$ cat config.mk
export PLATFORM = sky130hd
export DESIGN_NAME = seq_div_10by5
export DESIGN_NICKNAME = d
export VERILOG_FILES = /design/src/rtl/seq_div_10by5.sv
export SDC_FILE = /design/constraint.sdc
export NUM_CORES = 1
export LEC_CHECK = 0
export CAP_MARGIN = 0
export CORE_ASPECT_RATIO = 0.6
export CORE_MARGIN = 5
export CORE_UTILIZATION = 48
export DETAILED_ROUTE_END_ITERATION = 12
export PLACE_DENSITY = 0.8
export SYNTH_ARGS = -nofsm -noshare
export SYNTH_HDL_FRONTEND = slang
export SYNTH_SLANG_ARGS = --single-unit
$ cat constraint.sdc
create_clock -name clk -period 1.78 [get_ports clk]
set_input_delay 0.267 -clock clk [delete_from_list [all_inputs] [get_ports clk]]
set_output_delay 0.267 -clock clk [all_outputs]
set_load 0.005 [all_outputs]
$ cat src/rtl/seq_div_10by5.sv
// rtl/seq_div_10by5.sv - iterative restoring divider, NW-bit dividend by DW-bit divisor
// One quotient bit per cycle; valid/ready on both sides; divide-by-zero flagged in one cycle.
module seq_div_10by5 #(
   parameter int NW = 10,
   parameter int DW = 5
) (
   input  logic          clk,
   input  logic          rst_n,
   input  logic          in_valid,
   output logic          in_ready,
   input  logic [NW-1:0] dividend,
   input  logic [DW-1:0] divisor,
   output logic          out_valid,
   input  logic          out_ready,
   output logic [NW-1:0] quotient,
   output logic [DW-1:0] remainder,
   output logic          div_by_zero
);

   localparam int CW = $clog2(NW + 1);

   typedef enum logic [1:0] {IDLE, RUN, DONE} state_t;

   state_t        state_q, state_d;
   logic [NW-1:0] q_sr_q, q_sr_d;
   logic [DW-1:0] d_r_q, d_r_d;
   logic [DW-1:0] rem_q, rem_d;
   logic [CW-1:0] cnt_q, cnt_d;
   logic [NW-1:0] quotient_q, quotient_d;
   logic [DW-1:0] remainder_q, remainder_d;
   logic          dbz_q, dbz_d;
   logic          out_valid_q, out_valid_d;

   logic [DW:0]   trial;
   logic [DW:0]   diff;
   logic          q_bit;
   logic [DW-1:0] rem_nx;
   logic [NW-1:0] q_sr_nx;

   // rem < d_r holds every step, so trial < 2*d_r and the top bit of the
   // (DW+1)-bit difference is set exactly when trial < d_r.
   assign trial   = {rem_q, q_sr_q[NW-1]};
   assign diff    = trial - {1'b0, d_r_q};
   assign q_bit   = ~diff[DW];
   assign rem_nx  = q_bit ? diff[DW-1:0] : trial[DW-1:0];
   assign q_sr_nx = {q_sr_q[NW-2:0], q_bit};

   assign in_ready    = (state_q == IDLE);
   assign out_valid   = out_valid_q;
   assign quotient    = quotient_q;
   assign remainder   = remainder_q;
   assign div_by_zero = dbz_q;

   always_comb begin
      state_d     = state_q;
      q_sr_d      = q_sr_q;
      d_r_d       = d_r_q;
      rem_d       = rem_q;
      cnt_d       = cnt_q;
      quotient_d  = quotient_q;
      remainder_d = remainder_q;
      dbz_d       = dbz_q;
      out_valid_d = out_valid_q;
      case (state_q)
         IDLE: begin
            if (in_valid) begin
               q_sr_d = dividend;
               d_r_d  = divisor;
               rem_d  = '0;
               cnt_d  = CW'(NW);
               if (divisor != '0) begin
                  state_d = RUN;
               end else begin
                  state_d     = DONE;
                  quotient_d  = '1;
                  remainder_d = dividend[DW-1:0];
                  dbz_d       = 1'b1;
                  out_valid_d = 1'b1;
               end
            end
         end
         RUN: begin
            q_sr_d = q_sr_nx;
            rem_d  = rem_nx;
            cnt_d  = cnt_q - CW'(1);
            if (cnt_q == CW'(1)) begin
               state_d     = DONE;
               quotient_d  = q_sr_nx;
               remainder_d = rem_nx;
               dbz_d       = 1'b0;
               out_valid_d = 1'b1;
            end
         end
         DONE: begin
            if (out_ready) begin
               state_d     = IDLE;
               out_valid_d = 1'b0;
            end
         end
         default: state_d = IDLE;
      endcase
   end

   always_ff @(posedge clk or negedge rst_n) begin
      if (!rst_n) begin
         state_q     <= IDLE;
         q_sr_q      <= '0;
         d_r_q       <= '0;
         rem_q       <= '0;
         cnt_q       <= '0;
         quotient_q  <= '0;
         remainder_q <= '0;
         dbz_q       <= 1'b0;
         out_valid_q <= 1'b0;
      end else begin
         state_q     <= state_d;
         q_sr_q      <= q_sr_d;
         d_r_q       <= d_r_d;
         rem_q       <= rem_d;
         cnt_q       <= cnt_d;
         quotient_q  <= quotient_d;
         remainder_q <= remainder_d;
         dbz_q       <= dbz_d;
         out_valid_q <= out_valid_d;
      end
   end

endmodule

-- After elaboration in Yosys (flattened, before gate mapping)
Cells that the tools add are included.
Widths: inputs -> output; s select.
- register bits after elaboration: 43
- input bits: 19
- output and inout bits: 18
- word-level logic and storage cells: 55
- add/sub/neg operators: 2
- eq/ne operators: 7
- multiplexer cells: 27
- bitwise gates (word level): 1
- reduce and logical (&&, ||, !) cells: 9
- operator list (operator ; count):
    $mux 10 ; 4
    $pmux 10 s2 ; 2
    $mux 5 ; 5
    $pmux 5 s2 ; 2
    $mux 2 ; 4
    $ne 2x2->1 const B ; 4
    $pmux 4 s2 ; 1
    $pmux 2 s3 ; 1
    $sub 6x5->6 ; 1
    $mux 1 ; 5
    $reduce_and 5->1 ; 1
    $reduce_bool 5->1 ; 1
    $eq 4x1->1 const B ; 1
    $mux 4 ; 1
    $reduce_and 2->1 ; 2
    $reduce_and 4->1 ; 1
    $sub 4x1->4 const B ; 1
    $pmux 1 s3 ; 1
    $reduce_and 3->1 ; 1
    $reduce_bool 3->1 ; 1
    $eq 2x1->1 const B ; 1
    $eq 2x2->1 const B ; 1
    $logic_not 2->1 ; 1
    $pmux 1 s2 ; 1
    2 further kinds ; 2

-- Logic depth before layout (Yosys ltp)
Gate-level depths: netlist (run 1).
- word-level depth: 4
- gate-level depth with buffers: 9
- gate-level depth less buffers: 9

-- Worst setup path before layout (run 1)
OpenSTA, ideal clock, no wires.
- kind: input to register
- start: in divisor[2]
- end: reg quotient_q[7] (netlist: quotient[7])
- arrival: 1.947 ns
- data required time: 1.659 ns
- setup slack: -0.288 ns
- stages: 7
- buffers on the path: 2
- path through: or4_1 > or3b_1 > buf_2 > mux2_4 > nor2_8 > buf_6 > a21oi_2
- longest elaborated chain between the ends: 3
- ends and longest elaborated chain (what ; RTL line ; source):
    start, declared ; 12 ; input logic [DW-1:0] divisor,
    $reduce_bool 5->1 ; 71 ; if (divisor != '0) begin
    $ne 2x2->1 (no line) ; -- ;
    $reduce_and 4->1 (no line) ; -- ;
    end signal, assigned ; 121 ; quotient_q <= quotient_d;
    end, declared ; 29 ; logic [NW-1:0] quotient_q, quotient_d;
No other way between the ends.
A chain may end at the register's enable or synchronous reset.

-- Final worst setup path (run 1)
- start: reg d_r_q[1]
- end: reg remainder_q[3] (netlist: remainder[3])
- longest elaborated chain between the ends: 4
- ends and longest elaborated chain (what ; RTL line ; source):
    start, declared ; 26 ; logic [DW-1:0] d_r_q, d_r_d;
    start signal, assigned ; 118 ; d_r_q <= d_r_d;
    $sub 6x5->6 ; 43 ; assign diff = trial - {1'b0, d_r_q};
    $mux 5 ; 45 ; assign rem_nx = q_bit ? diff[DW-1:0] : trial[DW-1:0];
    $mux 5 ; 86 ; if (cnt_q == CW'(1)) begin
    $pmux 5 s2 ; 64 ; case (state_q)
    end signal, assigned ; 122 ; remainder_q <= remainder_d;
    end, declared ; 30 ; logic [DW-1:0] remainder_q, remainder_d;
No other way between the ends. The select of a mux whose other input is x is not followed.

==> results of run 1 <==
-- final timing paths --
kind,startpoint,endpoint,depth (start not counted)
worst max-delay path,d_r_q[1],remainder[3],9
worst min-delay path,rst_n,quotient[6],2
worst max register to register,d_r_q[1],remainder[3],9
worst min register to register,div_by_zero,div_by_zero,2
max in group asynchronous,rst_n,d_r_q[4],2
min in group clk,divisor[2],d_r_q[2],3
-- cell families (layout without fill, tap and decap cells) --
logic type,Yosys count,count (layout),share of synthesized area [%]
compound gates,63,63,18.9
xor+xnor,5,5,1.93
fa+ha+maj,8,8,4.75
buf+inv,22,106,4.58
flops,43,43,47.5
mux,12,12,5.58
simple gates,82,82,16.7
-- critical path, stage by stage, from the launching register on --
cell and delay (ns):
dfrtp_1 0.39, inv_2 0.09, ha_4 0.20, nor2b_4 0.13, o2111ai_4 0.26, buf_4 0.16
and2_4 0.16, nand2_1 0.07, a311o_1 0.38, a31oi_1 0.15
-- layout make-up --
class                   instances  area, sq um  area share [%]
inverters                      10         37.5            1.08
clock buffers                   6         72.6            2.08
flip-flops and latches         43         1080            30.9
well taps                      63         78.8            2.26
multi-input cells             170         1390            39.8
repair buffers                 90          832            23.9
-- what timing repair did --
action	in CTS	in global routing
hold buffers	0	0
hold endpoints to repair	0	0
gates resized for setup	58	22
pin swaps	14	13
buffers inserted	7	8
setup endpoints to repair	24	23
gates cloned	1	0
-- through the flow --
step	setup slack (ns)	utilization, %
after floorplan	-0.281	-
after global placement	-0.663	65.4
after detailed placement	-0.721	65.4
after CTS	-0.209	73.0
after global routing	-0.345	76.4
final	-0.308	76.4
-- per-layer routing --
metal  vias to the layer above  part of all wire [%]
li1                        989                     -
met1                      1010                    43
met2                       107                    46
met3                        18                   9.7
met4                         0                   2.0
met5                         -                     0
-- where the power goes --
group / internal, mW / switching [mW] / total, mW
Sequential: 1.45 / 0.424 / 1.88
Combinational: 2.75 / 2.51 / 5.27
Clock: 0.262 / 0.313 / 0.575
-- flip-flops by register name, summed over array words and instances (netlist names) --
register     count
d_r_q            5
state_q          2
div_by_zero      1
remainder        5
q_sr_q          10
cnt_q            4
out_valid        1
rem_q            5
quotient        10
-- synthesized netlist by cell type, types with 4 or more instances --
master / count
dfrtp_1: 43
nor2_1: 31
nand2_1: 30
o21ai_0: 21
a21oi_2: 10
inv_1: 10
mux2i_1: 10
a21oi_1: 7
clkbuf_1: 7
ha_1: 7
nand2b_1: 4
o21bai_1: 4
==> qor.csv, run 1 <==
stage;metric;value;unit
global_routing;grt_max_degree;44;
global_routing;use_met3;7.17;%
routing;vias;2124;
global_routing;grt_use_met2;34.7;%
final_layout;antenna_cells;0;
power_and_ir_drop;vdd_drop_max;0.00109;V
critical_path;arrival;2.30;ns
routing;vias_per_cell;5.56;
global_routing;grt_pass1_wl;10.6;mm
logic_synthesis;avgSynthCellArea;9.64;sq um
final_layout;nNetsFinal;347;
clock_network;clock_latency;0.29;ns
final_layout;final_common_cell;buf_4;
clock_network;clock-sinks;43;
floorplan;boundaryPins;37;
final_layout;drive_gt1_share;37.3;%
logic_synthesis;yosysSeqAreaShare;47.5;%
floorplan;num_rows;19;
sta;fmax;479;MHz
logic_synthesis;netlist_area;2270;sq um
logic_synthesis;yosysTopAreaCellShare;47.5;%
floorplan;start_util;49.6;%
routing;drcViolationCount;0;
hold_path;holdCritPathClass;primary input to async pin;
logic_synthesis;yosysTopAreaCell;dfrtp_1;
routing;drtAntennaViolNets;0;
power_and_ir_drop;power_density;2210;nW/um^2
logic_synthesis;synth_nets;262;
outcome;failed_checks;negative setup slack;
placement;placedCellCount;362;
sta;finalSetupTns;-4.08;ns
clock_network;cts-buffers-inserted;5;
final_layout;fillerInstances;299;
logic_synthesis;synth-async-reset-ratio;100;%
placement;gp_congestion;0.940;
logic_synthesis;syn_inst;235;
floorplan;coreArea;4560;sq um
global_routing;grt_pass1_vias;2092;
floorplan;die_w;98.7;microns
critical_path;crit_required;1.99;ns
floorplan;die_area;6240;sq um
sta;rsz0062_at_grt;yes;
logic_synthesis;ys_ff_latch;43;
placement;io_buffers;36;
critical_path;worstPathMaxFanout;4;
sta;finalHoldViolations;0;
final_layout;final_cell_mix;buf_4 (45), dfrtp_1 (43), clkdlybuf4s50_1 (31);
final_layout;fin_cells;382;
placement;dpl_cell_area;2980;sq um
critical_path;start_kind;flip-flop;
logic_synthesis;synth_edf_count;0;
sta;whs;0.0489;ns
routing;dr.first_iter.drc_count;157;
sta;finalCritPeriodShare;117;%
logic_synthesis;synth_ff_type;dfrtp_1;
logic_synthesis;synth_area_leaders;dfrtp_1 (47%), nor2_1 (5.1%), nand2_1 (5.0%);
power_and_ir_drop;p_leak;1.51;nW
sta;worstMarginPinSlew;0.566;ns
global_routing;grt_use_met1;28.5;%
routing;drt_first_pass_iters;4;
final_layout;area_growth;53.8;%
sta;setup_viol;21;
global_routing;grt_use_total;21.8;%
placement;hpwlAfterDp;4.14;mm
outcome;status;complete, but fails checks;
power_and_ir_drop;p_total;7.72;mW
logic_synthesis;yosys_warnings;0;
floorplan;die_y;63.2;microns
clock_network;cts_max_path_buffers;2;
critical_path;r2r_slack;-0.31;ns
routing;wirelength;7.00;mm
clock_network;cts_root_buffer;clkbuf_8;
logic_synthesis;synth_cell_type_count;47;
critical_path;crit_type;flip-flop to flip-flop;
final_layout;fin_area;3490;sq um
global_routing;grt-ovfl-total;0;
sta;setup_slack;-0.308;ns
critical_path;critPathCaptureType;flip-flop;
clock_network;cts_tree;yes;
global_routing;busiest_layer;met2;
global_routing;antenna_found_initial;0;
sta;skew;0.00327;ns
job;drv_cap;0;
sta;max_slew_margin;62.3;%
sta;finalCriticalPeriod;2.09;ns
clock_network;ctsHtreeMaxLevel;2;
routing;wl_per_cell;18.3;microns
clock_network;clkTransAtPathRegs;0.08;ns
sta;slew_viol_final;0;
Power figures use the tool's default switching activity.
==> run 2: changes to the inputs <==
CORE_UTILIZATION = 56   (was 48)
DONT_BUFFER_PORTS = 1   (was unset)
PLACE_DENSITY = 0.78   (was 0.8)
SETUP_SLACK_MARGIN = 0.1   (was unset)
==> run 2 against run 1 <==
Sequential share of layout area is 4.9 points higher. Critical endpoint is now remainder[4]. Power is 11% lower. The run still ends with negative setup slack left. Via count down 8.7%. Global-route usage rose by 2.7 points. Combinational power down 17%. Sequential cell count stayed put. Die area shrank 12%. Clock power grew 6.3%. Count of clock-buffer cells in the layout unchanged.
==> qor.csv, run 2 (synthesized netlist as in run 1, its figures left out) <==
stage;metric;value;unit;change
power_and_ir_drop;power_density;2270;nW/um^2;was 2210 nW/um^2
routing;dr.first_iter.drc_count;151;;was 157
final_layout;drive_gt1_share;39.5;%;was 37.3%
sta;fmax;508;MHz;was 479 MHz
sta;max_slew_margin;75.2;%;was 62.3%
hold_path;holdCritPathClass;primary input to flip-flop;;was primary input to async pin
floorplan;coreArea;3790;sq um;was 4560 sq um
global_routing;grt_max_degree;44;;unchanged
sta;worstMarginPinSlew;0.371;ns;was 0.566 ns
routing;drtAntennaViolNets;0;;unchanged
clock_network;cts_max_path_buffers;2;;unchanged
critical_path;arrival;2.14;ns;was 2.30 ns
global_routing;grt_pass1_vias;1914;;was 2,092
clock_network;ctsHtreeMaxLevel;2;;unchanged
power_and_ir_drop;vdd_drop_max;0.00127;V;was 0.00109 V
placement;gp_congestion;0.846;;was 0.940
routing;drt_first_pass_iters;4;;unchanged
hold_path;hold_path_depth;1;;
power_and_ir_drop;internal-power;3.89;mW;was 4.47 mW
routing;wl_per_cell;19.3;microns;was 18.3 microns
sta;setup_viol;13;;was 21
job;drv_cap;0;;unchanged
floorplan;boundaryPins;37;;unchanged
power_and_ir_drop;p_total;6.86;mW;was 7.72 mW
critical_path;critPathCaptureType;flip-flop;;unchanged
final_layout;final_common_cell;dfrtp_1;;was buf_4
floorplan;num_rows;17;;was 19
floorplan;die_w;92.1;microns;was 98.7 microns
placement;hpwlAfterDp;4.29;mm;was 4.14 mm
critical_path;r2r_slack;-0.19;ns;was -0.31 ns
final_layout;area_growth;33.0;%;was 53.8%
routing;drcViolationCount;0;;unchanged
floorplan;start_util;59.8;%;was 49.6%
final_layout;nNetsFinal;302;;was 347
sta;skew;0.00983;ns;was 0.00327 ns
floorplan;die_area;5460;sq um;was 6240 sq um
critical_path;start_kind;flip-flop;;unchanged
power_and_ir_drop;swShare;43.2;%;was 42.1%
outcome;failed_checks;negative setup slack;;unchanged
final_layout;final_cell_mix;dfrtp_1 (42), buf_4 (38), nand2_1 (28);;was buf_4 (45), dfrtp_1 (43), clkdlybuf4s50_1 (31)
sta;finalCritPeriodShare;111;%;was 117%
power_and_ir_drop;combPwrFrac;63.6;%;was 68.2%
sta;finalHoldViolations;0;;unchanged
clock_network;clock-sinks;43;;unchanged
sta;finalSetupTns;-1.45;ns;was -4.08 ns
final_layout;fillerInstances;225;;was 299
clock_network;clock_latency;0.30;ns;was 0.29 ns
global_routing;grt_pass1_wl;10.0;mm;was 10.6 mm
critical_path;worstPathMaxFanout;4;;unchanged
clock_network;cts-buffers-inserted;5;;unchanged
power_and_ir_drop;seq_power_share;27.5;%;was 24.3%
final_layout;multi_input_area;1350;sq um;was 1390 sq um
global_routing;grt-ovfl-total;0;;unchanged
placement;place_ws;-0.289;ns;was -0.721 ns
final_layout;seqCellArea;1080;sq um;about the same
routing;vias_per_cell;6.01;;was 5.56
global_routing;grt_use_total;24.4;%;was 21.8%
sta;rsz0062_at_grt;yes;;unchanged
sta;slew_viol_final;0;;unchanged
clock_network;cts_root_buffer;clkbuf_8;;unchanged
power_and_ir_drop;p_sw;2.96;mW;was 3.25 mW
clock_network;clkTransAtPathRegs;0.08;ns;about the same
outcome;status;complete, but fails checks;;unchanged
routing;vias;1940;;was 2,124
routing;wirelength;6.24;mm;was 7.00 mm
global_routing;antenna_found_initial;0;;unchanged
placement;io_buffers;0;;was 36
critical_path;crit_required;1.95;ns;was 1.99 ns
sta;finalCriticalPeriod;1.97;ns;was 2.09 ns
floorplan;die_y;59.3;microns;was 63.2 microns
clock_network;cts_tree;yes;;unchanged
critical_path;reg2reg_depth;8;;was 9
sta;setup_slack;-0.188;ns;was -0.308 ns
power_and_ir_drop;p_leak;1.32;nW;was 1.51 nW
final_layout;antenna_cells;0;;unchanged
power_and_ir_drop;pwr-share-clk;8.9;%;was 7.4%
critical_path;crit_type;flip-flop to flip-flop;;unchanged
==> run 2: cell types whose count changed in the layout (fill, tap and decap cells not counted), sizes merged <==
cell / previous run / this run
clkdlybuf4s50: 31 / 0
clkinvlp: 0 / 1
clkinv: 0 / 1
clkbuf: 6 / 7
dlygate4sd3: 0 / 1
buf: 58 / 43
clkdlybuf4s15: 1 / 0
==> run 2: per-layer routing <==
metal	global-route usage [%]	wire length [microns]
met2	37.0	2910
met3	5.84	480
met4	8.03	64
met5	0	0
met1	34.7	2790
==> run 2: worst max-delay path, cell delays in order, from the launching register on <==
cell and delay [ns]:
dfrtp_1 0.44, ha_4 0.20, buf_6 0.11, nor2b_4 0.14, o2111ai_4 0.16, a21oi_2 0.32, nor2_4 0.09, mux2i_2 0.26
o21ai_1 0.11
==> run 2: area by class of cell <==
type                    count  share of cell area (%)
multi-input cells         170                    44.9
flip-flops and latches     43                    35.7
repair buffers             45                    13.4
clock buffers               6                    2.41
well taps                  47                    1.95
inverters                  10                    1.25
clock inverters             2                   0.415
==> run 2: path summary, 6_finish.rpt <==
path,to,from
setup / recovery,remainder[4],d_r_q[0]
hold / removal,state_q[1],out_ready
setup reg to reg,remainder[4],d_r_q[0]
hold reg to reg,q_sr_q[8],q_sr_q[8]
max in group asynchronous,d_r_q[4],rst_n
min in group asynchronous,rem_q[3],rst_n
==> run 2: through the flow <==
stage / std cells / util [%] / hold WS [ns] / instance area, sq um
floorplan: 235 / - / -0.0286 / 2390
global placement: 306 / 70.5 / -0.0278 / 2670
detailed placement: 306 / 70.5 / -0.0279 / 2670
CTS: 319 / 77.2 / 0.0479 / 2920
global route: 323 / 79.6 / 0.0214 / 3010
finish: 323 / 79.6 / 0.0434 / 3010
==> run 2: power by group through the flow <==
| stage | logic, mW | clock network, mW | registers, mW |
|---|---|---|---|
| global route | 4.71 | 0.676 | 1.94 |
| global placement | 3.47 | 0 | 1.82 |
| floorplan | 2.46 | 0 | 1.76 |
| finish | 4.36 | 0.611 | 1.89 |
| CTS | 4.11 | 0.625 | 1.86 |
| detailed placement | 3.62 | 0 | 1.84 |
==> run 2: timing repair <==
action / 4_1_cts / 5_1_grt
hold buffers: 2 / 0
cloned: 0 / 1
pin swaps: 15 / 4
setup buffers: 3 / 3
gates resized for setup: 25 / 11
setup endpoints to repair: 21 / 29
hold endpoints to repair: 43 / 0
==> run 3: changes to the inputs <==
ABC_CLOCK_PERIOD_IN_PS = 1780   (was unset)
==> results of run 3 <==
Final layout, timing and power as in run 2 (identical DEF).
